### src/rtl/ddr_ser_pkg.sv
// ddr_ser_pkg
//   Shared definitions for the DDR word serializer:
//   - ser_state_e : serializer FSM states (IDLE, SHIFT)
//   - beats()     : cycles needed to emit one word (two bits per cycle)
//   - clog2()     : ceiling log2, used to size the beat counter
package ddr_ser_pkg;

  typedef enum logic {
    IDLE  = 1'b0,
    SHIFT = 1'b1
  } ser_state_e;

  // One word leaves the chip in WIDTH/2 clock cycles.
  function automatic int beats(input int width);
    return width / 2;
  endfunction

  function automatic int clog2(input int value);
    int r;
    r = 0;
    for (int i = 0; i < 31; i++) begin
      if ((1 << i) < value) begin
        r = i + 1;
      end
    end
    return r;
  endfunction

endpackage

### src/rtl/ser_ddr_mux.sv
// ser_ddr_mux
//   Clock-phase output multiplexer of the DDR serializer, kept in its own
//   module so it can be constrained on its own or replaced by a hard cell.
// Ports:
//   clk        in  : serializer clock; its level selects the emitted bit
//   en         in  : serializer is emitting a word
//   e0         in  : bit presented while clk is high
//   e1         in  : bit presented while clk is low
//   serial_out out : DDR serial data, forced to 0 when en is low
module ser_ddr_mux (
  input  logic clk,
  input  logic en,
  input  logic e0,
  input  logic e1,
  output logic serial_out
);

  // Intentionally clock-gated: a single balanced mux on the clock level.
  assign serial_out = en & (clk ? e0 : e1);

endmodule

### src/rtl/ddr_tree_serializer.sv
// ddr_tree_serializer
//   WIDTH:1 double-data-rate serializer. A parallel word enters a one-word
//   holding buffer through a valid/ready handshake; the shifter takes it
//   from the buffer and emits two bits per clock (high phase, low phase).
//   A word waiting in the buffer at the last beat is reloaded directly, so
//   consecutive words stream without a gap.
// Parameters:
//   WIDTH      : word width, power of 2, >= 4
//   MSB_FIRST  : 0 = bit 0 leaves first, 1 = bit WIDTH-1 leaves first
// Ports:
//   clk        in  : sole clock, both phases carry data
//   rst        in  : asynchronous active-high reset
//   par_in     in  : parallel word, taken when par_valid && par_ready
//   par_valid  in  : par_in holds a word
//   par_ready  out : holding buffer empty (register-derived only)
//   serial_out out : DDR serial data, 0 when idle
//   ser_active out : shifter is emitting a word
//   ser_frame  out : first cycle of each emitted word
module ddr_tree_serializer
  import ddr_ser_pkg::*;
#(
  parameter int WIDTH     = 16,
  parameter bit MSB_FIRST = 1'b0
) (
  input  logic             clk,
  input  logic             rst,
  input  logic [WIDTH-1:0] par_in,
  input  logic             par_valid,
  output logic             par_ready,
  output logic             serial_out,
  output logic             ser_active,
  output logic             ser_frame
);

  localparam int BEATS = beats(WIDTH);
  localparam int CNT_W = (clog2(BEATS) < 1) ? 1 : clog2(BEATS);
  localparam logic [CNT_W-1:0] LAST_BEAT = CNT_W'(BEATS - 1);

  ser_state_e       state_q, state_d;
  logic [WIDTH-1:0] buf_q, buf_d;
  logic             buf_full_q, buf_full_d;
  logic [WIDTH-1:0] shreg_q, shreg_d;
  logic [CNT_W-1:0] cnt_q, cnt_d;

  logic [WIDTH-1:0] shreg_shifted;
  logic             e0;
  logic             e1;

  // The emit end of the shifter depends on bit order; the register always
  // moves by two toward that end.
  generate
    if (MSB_FIRST) begin : g_msb_first
      assign e0            = shreg_q[WIDTH-1];
      assign e1            = shreg_q[WIDTH-2];
      assign shreg_shifted = {shreg_q[WIDTH-3:0], 2'b00};
    end else begin : g_lsb_first
      assign e0            = shreg_q[0];
      assign e1            = shreg_q[1];
      assign shreg_shifted = {2'b00, shreg_q[WIDTH-1:2]};
    end
  endgenerate

  always_comb begin
    state_d    = state_q;
    buf_d      = buf_q;
    buf_full_d = buf_full_q;
    shreg_d    = shreg_q;
    cnt_d      = cnt_q;

    // Accept only into an empty buffer; the transfers below only fire when
    // it is full, so the two never touch buf_full in the same cycle.
    if (par_valid && !buf_full_q) begin
      buf_d      = par_in;
      buf_full_d = 1'b1;
    end

    case (state_q)
      IDLE: begin
        if (buf_full_q) begin
          shreg_d    = buf_q;
          buf_full_d = 1'b0;
          cnt_d      = '0;
          state_d    = SHIFT;
        end
      end
      SHIFT: begin
        if (cnt_q != LAST_BEAT) begin
          shreg_d = shreg_shifted;
          cnt_d   = cnt_q + 1'b1;
        end else if (buf_full_q) begin
          // Gapless hand-over: next word starts right after the last beat.
          shreg_d    = buf_q;
          buf_full_d = 1'b0;
          cnt_d      = '0;
        end else begin
          cnt_d   = '0;
          state_d = IDLE;
        end
      end
      default: begin
        state_d = IDLE;
      end
    endcase
  end

  always_ff @(posedge clk or posedge rst) begin
    if (rst) begin
      state_q    <= IDLE;
      buf_q      <= '0;
      buf_full_q <= 1'b0;
      shreg_q    <= '0;
      cnt_q      <= '0;
    end else begin
      state_q    <= state_d;
      buf_q      <= buf_d;
      buf_full_q <= buf_full_d;
      shreg_q    <= shreg_d;
      cnt_q      <= cnt_d;
    end
  end

  assign par_ready  = !buf_full_q;
  assign ser_active = (state_q == SHIFT);
  assign ser_frame  = (state_q == SHIFT) && (cnt_q == '0);

  ser_ddr_mux u_ddr_mux (
    .clk        (clk),
    .en         (ser_active),
    .e0         (e0),
    .e1         (e1),
    .serial_out (serial_out)
  );

endmodule

### config.mk
export PLATFORM = sky130hd
export DESIGN_NAME = ddr_tree_serializer
export DESIGN_NICKNAME = d
export VERILOG_FILES = /design/src/rtl/ddr_ser_pkg.sv /design/src/rtl/ser_ddr_mux.sv /design/src/rtl/ddr_tree_serializer.sv
export SDC_FILE = /design/constraint.sdc
export NUM_CORES = 1
export LEC_CHECK = 0
export CORE_MARGIN = 2
export CORE_UTILIZATION = 45
export CTS_CLUSTER_DIAMETER = 30
export DETAILED_ROUTE_END_ITERATION = 16
export GPL_ROUTABILITY_DRIVEN = 0
export PLACE_DENSITY = 0.69
export SLEW_MARGIN = 15
export SYNTH_ARGS = -nofsm -noshare
export SYNTH_HDL_FRONTEND = slang
export SYNTH_SLANG_ARGS = --single-unit
### constraint.sdc
create_clock -name clk -period 3.8 [get_ports clk]
set_input_delay 0.38 -clock clk [delete_from_list [all_inputs] [get_ports clk]]
set_output_delay 0.38 -clock clk [all_outputs]
set_load 0.02 [all_outputs]
* Word-level counts from Yosys, hierarchy flattened
Cells that the tools add are included. W data, S select, Z words.
Word-level totals: register bits 37, latch bits 0, RAM bits 0, ROM bits 0, input bits 19, output and inout port bits 4, memories kept 0
Operators by class: $add $sub $neg 1, multiply operators 0, divide/modulo/power cells 0, $lt $le $gt $ge 0, eq/ne operators 2, shifts and indexed selects 0, muxes and demuxes 14, bitwise gates (word level) 2, reductions and logical operators 4
Operators with widths (number):
- $mux W16 | 2
- $pmux W16 S2 | 1
- $mux W1 | 6
- $mux W3 | 2
- $pmux W3 S2 | 1
- $pmux W1 S2 | 2
- $add A3 B1 Y3 const B | 1
- $logic_not A3 Y1 | 1
- $ne A3 B3 Y1 const B | 1
- $logic_and A1 B1 Y1 | 2
- $ne A2 B2 Y1 const B | 1
- $and A1 B1 Y1 | 1
- $logic_not A1 Y1 | 1
- $not A1 Y1 | 1

* Longest topological paths before layout
Gate-level depths: netlist (run 1).
depth in word-level cells 6, depth in mapped cells 6, gate-level depth less buffers 4

* Modules after synthesis
Synthesis (run 1) repeated with hierarchy kept, for this count alone.
Second synthesis, totals: cell total of the unflattened synthesis 113, area total of the unflattened synthesis 1696.6 µm²
Modules (own cells, without submodules):
- ddr_tree_serializer | times used 1, cells an instance 111, area an instance 1680.4 µm²
- ser_ddr_mux | times used 1, cells an instance 2, area an instance 16.3 µm²

==> results.toml, run 1 <==
[outcome]
status = "complete, no violations"

[die]
rows = 22
ioPinCount = 23
start_util = 0.468
die_area_um2 = 4280
die_w_um = 65.4
dieHeight_um = 65.4
core_area_um2 = 3630

[route]
firstDrtPassIters = 4
via_count = 956
drc = 0
postRouteAntennaNets = 0
drt-total-wl_um = 2750
wl_per_cell_um = 14.4
viasPerCell = 5.03
drt-initial-drc-count = 36

[timing]
slew_violations = 0
tightest_slew_ps = 476
hold_viol_final = 0
skew_ps = 5.06
setup_viol_count_final = 0
relSlewSlack = 0.683
fin_tns_setup_ps = 0
rsz0062_at_grt = "no"

[setup_path]
cp_slowest_stage_delay_ps = 610
crit_required_ps = 3420
r2r_start = "cnt_q[0]"
critPathCaptureType = "output port"
critPathKind = "clock port to output port"
worstPathMaxFanout = 2
start_kind = "clock port"
critPathMostFrequentCell = "clkbuf_8"
cp.arrival_ps = 2950
critPathSlowestCell = "clkdlybuf4s50_1"
r2r_slack_ps = 2060
r2r-end = "shreg_q[10]"
crit_path_cell_trace = "clkbuf_8, clkbuf_8, mux2i_1, nor2b_1, clkdlybuf4s50_1"
r2r_cells = 4

[flow_run]
drv_cap = 0

[yosys]
ys_seq_area_frac = 0.545
syn_nets = 136
synth.area.top_cells = "dfrtp_1 (54%), mux2_2 (23%), mux2_4 (8.0%)"
synth_area_per_cell_um2 = 15.0
yosysTopAreaCell = "dfrtp_1"
ys_warn_count = 0
syn_inst = 113
ys_seq_elements = 37
synth_top_area_share = 0.545
synth_edf_count = 0
synthDistinctLibCells = 19
ys.flop_type = "dfrtp_1"
synth.most_common_cell = "dfrtp_1"
synth_common_cells = "dfrtp_1 (37), mux2_2 (35), mux2_4 (9)"
synth-async-reset-ratio = 1.00
syn_area_um2 = 1700

[final_layout]
area_growth_pct = 22.2
nNetsFinal = 165
postLayoutCoreUtil = 0.571
num_antenna_cells = 0
layout-drive-gt1-share = 0.401

[power]
vdd_ir_drop_max_uv = 326
power_switching_mw = 0.491
pwr-share-clk = 0.236
combinationalPowerShare = 0.367
p_leak_nw = 0.951
seqPwrFrac = 0.397
p_int_mw = 1.19
p_sw_frac = 0.292
power_density_nw_per_um2 = 810

[placement]
hpwl_um = 1780
port_buffers = 22

[worst_hold_path]
hold_class = "input pin to async pin"

[clock_network]
cts_tree = "done"
clk_pin_slew_ps = 70
holdBufCountCts = 0
cts_resized = 0
post_cts.repair.setup_buffers = 0
clock_latency_ps = 390

[grt]
globalRouteOverflowTotal = 0
antenna_found_initial = 0
grt_pass1_wl_um = 4660
grt_max_degree = 38
grt_pass1_vias = 1008
track_usage = 0.156
[cells in the final DEF, fill, tap and decap left out, drive strengths merged]
cell and instances:
a22o 1, buf 3, nand2b 1, nor2b 3, ha 4, dfrtp 37
mux2i 3, inv 4, clkdlybuf4s50 22, a21o 2, clkbuf 10, o32ai 1
nand2 2, mux2 44, nor2 3, and3b 1, nor3b 1
[sequential cells by signal, indices dropped and copies added, names as in the netlist]
signal	flops
buf_q	16
buf_full_q	1
ser_active	1
cnt_q	3
shreg_q	16
[routing by layer]
metal	part of all wire	vias to the layer above	global-route usage
met5	0	-	0
met4	0.016	0	0.0911
met3	0.063	5	0.0890
met2	0.47	24	0.224
met1	0.45	478	0.180
li1	-	449	-
[stage by stage]
stage | hold slack (ps) | area (um^2) | power, mW | instances | worst slack [ps]
global placement | 484 | 1950 | 1.31 | 180 | 735
CTS | 424 | 2080 | 1.71 | 190 | 463
floorplan | 475 | 1700 | 1.22 | 113 | 1110
detailed placement | 493 | 1950 | 1.35 | 180 | 735
finish | 404 | 2080 | 1.68 | 190 | 471
global route | 474 | 2080 | 1.80 | 190 | 415
[worst max-delay path, delay by kind of cell]
family / cells / cell delay, ps
simple gates: 1 / 110
mux: 1 / 100
buf+inv: 3 / 840
[cell type report]
class                           count  area, um^2
Inverter                            4        15.0
Clock buffer                       11         138
Fill cell                         312        1560
Multi-Input combinational cell     66         704
Tap cell                           48        60.1
Sequential cell                    37         926
Timing Repair Buffer               24         233
[power groups by stage]
| stage | Clock (mW) | Combinational [mW] | Sequential [mW] |
|---|---|---|---|
| 3_3_place_gp | 0.0409 | 0.603 | 0.670 |
| 5_1_grt | 0.434 | 0.678 | 0.691 |
| 2_1_floorplan | 0.0250 | 0.559 | 0.633 |
| 3_5_place_dp | 0.0409 | 0.628 | 0.677 |
| 4_1_cts | 0.410 | 0.628 | 0.671 |
| 6_report | 0.397 | 0.617 | 0.668 |
[kinds of logic (layout without fill, tap and decap cells)]
| logic type | Yosys count | in the layout | share of synthesized area |
|---|---|---|---|
| buffers and inverters | 10 | 39 | 0.0405 |
| AOI/OAI and AO/OA | 4 | 4 | 0.0191 |
| muxes | 47 | 47 | 0.329 |
| and+or+nand+nor | 11 | 11 | 0.0368 |
| adders and majority gates | 4 | 4 | 0.0295 |
| DFF | 37 | 37 | 0.545 |
[how the worst max path moves through the flow]
stage / endpoint / cells after the start / startpoint
final: serial_out / 5 / clk
after floorplan: serial_out / 2 / clk
after CTS: serial_out / 5 / clk
after detailed placement: serial_out / 3 / clk
after global routing: serial_out / 5 / clk
after global placement: serial_out / 3 / clk
Note: power is estimated with default switching activity, not from simulation.
==> run 2: changes to the inputs <==
--- a/config.mk
+++ b/config.mk
@@ -10,6 +10,7 @@
 export CTS_CLUSTER_DIAMETER = 30
 export DETAILED_ROUTE_END_ITERATION = 16
 export GPL_ROUTABILITY_DRIVEN = 0
+export GPL_TIMING_DRIVEN = 0
 export PLACE_DENSITY = 0.69
 export SLEW_MARGIN = 15
 export SYNTH_ARGS = -nofsm -noshare
==> constraint.sdc (replaced) <==
create_clock -name clk -period 3.8 [get_ports clk]
set_input_delay 0.57 -clock clk [delete_from_list [all_inputs] [get_ports clk]]
set_output_delay 0.57 -clock clk [all_outputs]
set_load 0.05 [all_outputs]
==> run 2 against run 1 <==
  * Total power increased by 4.6%
  * Die area unchanged
  * Via count increased by 1.4%
==> results.toml, run 2 (synthesized netlist as in run 1, its figures left out) <==
[route]
via_count = 969
drc = 0
viasPerCell = 4.99
postRouteAntennaNets = 0
drt-total-wl_um = 2790
wl_per_cell_um = 14.4
firstDrtPassIters = 4
drt-initial-drc-count = 44

[flow_run]
drv_cap = 0

[timing]
slew_violations = 0
tightest_slew_ps = 738
setup_viol_count_final = 0
hold_viol_final = 0
fin_tns_setup_ps = 0
hold_slack_ps = 500
rsz0062_at_grt = "no"
skew_ps = 3.82
relSlewSlack = 0.508
finalWorstSetupSlack_ps = 454

[clock_network]
cts_tree = "done"
holdBufCountCts = 0
clock_latency_ps = 380
clk_pin_slew_ps = 70

[setup_path]
r2r_cells = 6
critPathMostFrequentCell = "clkbuf_8"
r2r_slack_ps = 2060
r2r_start = "cnt_q[0]"
start_kind = "clock port"
crit_path_end = "serial_out"
cp.arrival_ps = 2780
critPathKind = "clock port to output port"
critPathSlowestCell = "dlymetal6s2s_1"
crit_required_ps = 3230
startpoint = "clk"
crit_path_cell_trace = "clkbuf_8, clkbuf_8, mux2i_1, nor2b_1, dlymetal6s2s_1"
critPathCaptureType = "output port"
cp_slowest_stage_delay_ps = 420
r2r-end = "shreg_q[7]"
worstPathMaxFanout = 2

[grt]
grt_pass1_vias = 1096
antenna_found_initial = 0
track_usage = 0.163
grt_max_degree = 38
globalRouteOverflowTotal = 0
grt_pass1_wl_um = 4890

[placement]
place_ws_ps = 346
placed_area_um2 = 1980
hpwl_um = 1900
port_buffers = 22
place_inst = 183

[power]
p_leak_nw = 0.977
power_mw = 1.76
vdd_ir_drop_max_uv = 420
power_density_nw_per_um2 = 837

[die]
dieHeight_um = 65.4
core_area_um2 = 3630
die_area_um2 = 4280
start_util = 0.468
rows = 22
die_w_um = 65.4
ioPinCount = 23

[final_layout]
fillerInstances = 323
layout-drive-gt1-share = 0.411
mostFrequentLayoutCells = "dfrtp_1 (37), mux2_2 (35), clkdlybuf4s50_1 (21), mux2_4 (9), clkbuf_8 (8)"
num_antenna_cells = 0
postLayoutCoreUtil = 0.579
layout_commonest_cell = "dfrtp_1"
final_cell_area_um2 = 2100
reg_top3 = "buf_q x16, shreg_q x16, cnt_q x3"
area_growth_pct = 23.8
final_cells = 194
nNetsFinal = 168

[worst_hold_path]
hold_class = "flip-flop to flip-flop"

[outcome]
status = "complete, no violations"
==> run 2: routing by layer <==
metal | GRT usage | vias up | part of all wire | routed length, um
li1 | - | 456 | - | -
met1 | 0.180 | 476 | 0.43 | 1200
met2 | 0.256 | 26 | 0.48 | 1330
met3 | 0.0753 | 11 | 0.060 | 166
met4 | 0.0990 | 0 | 0.031 | 86
met5 | 0 | - | 0 | 0
==> run 2: power breakdown <==
group | switching, mW | internal [mW]
combinational | 0.276 | 0.428
clock | 0.182 | 0.220
sequential | 0.0919 | 0.561
total | 0.551 | 1.21
==> run 2: repair_timing <==
item,4_1_cts,5_1_grt
buffers inserted,0,0
endpoints found under the setup margin,0,1
resized for setup,0,1
==> run 2: final cells by class <==
type | count | area (um^2) | share of cell area
buffer | 6 | 53.8 | 0.0256
clock buffer | 12 | 134 | 0.0637
inverter | 4 | 15.0 | 0.00714
multi-input combinational | 66 | 704 | 0.335
sequential | 37 | 926 | 0.440
tap | 48 | 60.1 | 0.0286
timing repair buffer | 21 | 210 | 0.0999
==> run 2: worst min path at each step <==
stage                from    endpoint  slack [ps]  depth (start not counted)
2_1_floorplan    buf_q[0]    buf_q[0]         470                          1
3_3_place_gp   shreg_q[3]  shreg_q[1]         480                          1
3_5_place_dp   shreg_q[3]  shreg_q[1]         490                          1
4_1_cts        shreg_q[8]  shreg_q[6]         510                          1
5_1_grt        shreg_q[9]  shreg_q[7]         520                          1
6_report       shreg_q[8]  shreg_q[6]         500                          1
==> run 2: critical path: cells and delay by family <==
family / cells / cell delay (ps)
and+or+nand+nor: 1 / 110
muxes: 1 / 110
buffers and inverters: 3 / 650
==> run 3: changes to the inputs <==
--- a/config.mk
+++ b/config.mk
@@ -5,7 +5,6 @@
 export SDC_FILE = /design/constraint.sdc
 export NUM_CORES = 1
 export LEC_CHECK = 0
-export CORE_MARGIN = 2
 export CORE_UTILIZATION = 45
 export CTS_CLUSTER_DIAMETER = 30
 export DETAILED_ROUTE_END_ITERATION = 16
==> run 3 against run 2 <==
  * Global-route usage grew 0.47 points
  * Via count grew 1.7%
  * Register-to-register slack about the same
  * Worst hold slack better by 2.5 ps
  * Total power rose by 2.2%
  * Non-clock buffer count unchanged
  * Clock power grew 9.2%
  * Critical path depth unchanged
  * Wire length fell by 0.43%
  * Combinational power about the same
  * Highest routed layer unchanged
==> results.toml, run 3 (synthesized netlist as in run 1, its figures left out) <==
[setup_path]
cp.arrival_ps = 3160
start_kind = "clock port"
crit_required_ps = 3230
worstPathMaxFanout = 2
critPathCaptureType = "output port"
critPathKind = "clock port to output port"

[clock_network]
clock_latency_ps = 390
post_cts.repair.setup_buffers = 0
clk_pin_slew_ps = 70
cts_tree = "done"
cts_resized = 0
holdBufCountCts = 0

[timing]
tightest_slew_ps = 741
skew_ps = 2.55
hold_slack_ps = 502
finalWorstSetupSlack_ps = 72.0
relSlewSlack = 0.505
rsz0062_at_grt = "no"
fin_tns_setup_ps = 0
setup_viol_count_final = 0
slew_violations = 0
hold_viol_final = 0

[final_layout]
nNetsFinal = 168
layout-drive-gt1-share = 0.432
register_area_um2 = 926
reg_top3 = "buf_q x16, shreg_q x16, cnt_q x3"
num_antenna_cells = 0
fillerInstances = 288
multi_input_area_um2 = 704
area_growth_pct = 24.7
layout_commonest_cell = "dfrtp_1"
mostFrequentLayoutCells = "dfrtp_1 (37), mux2_2 (35), clkdlybuf4s50_1 (22), clkbuf_8 (10), mux2_4 (9)"

[power]
power_switching_mw = 0.555
combinationalPowerShare = 0.392
p_sw_frac = 0.308
power_density_nw_per_um2 = 848
power_mw = 1.80
vdd_ir_drop_max_uv = 449
p_int_mw = 1.24
pwr-share-clk = 0.244
seqPwrFrac = 0.363
p_leak_nw = 0.977

[worst_hold_path]
hold_class = "flip-flop to flip-flop"

[die]
dieHeight_um = 63.4
die_w_um = 63.4
start_util = 0.490
die_area_um2 = 4030
ioPinCount = 23
rows = 21
core_area_um2 = 3470

[grt]
track_usage = 0.168
grt_pass1_wl_um = 4820
globalRouteOverflowTotal = 0
grt_pass1_vias = 1081
grt_max_degree = 38
antenna_found_initial = 0

[route]
firstDrtPassIters = 3
via_count = 985
drt-initial-drc-count = 25
viasPerCell = 5.13
drc = 0
wl_per_cell_um = 14.4
drt-total-wl_um = 2770
postRouteAntennaNets = 0

[outcome]
status = "complete, no violations"

[placement]
port_buffers = 22
place_ws_ps = 345
hpwl_um = 1790

[flow_run]
drv_cap = 0
run 3: changes by cell type in the layout (fill, tap and decap cells not counted), sizes merged:
cell	previous run	this run
dlymetal6s2s	1	0
clkdlybuf4s50	21	22
clkbuf	11	10
clkinv	0	1
run 3: power by group through the flow:
stage | sequential (mW) | combinational [mW] | clock (mW)
after floorplan | 0.639 | 0.583 | 0.0451
after global placement | 0.653 | 0.693 | 0.0609
after detailed placement | 0.662 | 0.715 | 0.0609
after CTS | 0.655 | 0.717 | 0.457
after global routing | 0.677 | 0.768 | 0.475
final | 0.653 | 0.705 | 0.440
run 3: routing by layer:
metal,vias to the layer above,share of wire,track usage
met2,22,0.50,0.251
met5,-,0,0
met1,500,0.44,0.194
met4,0,0.020,0.111
met3,5,0.048,0.0725
li1,458,-,-
run 3: worst paths after layout:
path	start	endpoint	slack (ps)	depth (start not counted)
max	clk	serial_out	70	5
min	shreg_q[8]	shreg_q[6]	500	1
max reg2reg	cnt_q[0]	shreg_q[3]	2070	6
min reg2reg	shreg_q[8]	shreg_q[6]	500	1
max in group asynchronous	rst	shreg_q[15]	2690	2
min in group asynchronous	rst	buf_q[2]	630	2
run 3: cell type report:
type / count / area share
Clock inverter: 1 / 0.00236
Sequential cell: 37 / 0.437
Clock buffer: 11 / 0.0697
Timing Repair Buffer: 21 / 0.0992
Inverter: 4 / 0.00708
Buffer: 6 / 0.0254
Tap cell: 46 / 0.0272
Multi-Input combinational cell: 66 / 0.332
run 3: worst max-delay path, cell delays in order:
cell and delay, ps:
clkbuf_8 110, clkbuf_8 120, mux2i_1 110, nor2b_1 110, clkdlybuf4s50_1 810
run 3: per-stage QoR:
| step | cell area [um^2] | util | instances |
|---|---|---|---|
| 6_report | 2120 | 0.611 | 192 |
| 5_1_grt | 2120 | 0.611 | 192 |
| 3_5_place_dp | 1980 | 0.570 | 181 |
| 3_3_place_gp | 1980 | 0.570 | 181 |
| 4_1_cts | 2120 | 0.611 | 192 |
| 2_1_floorplan | 1700 | - | 113 |
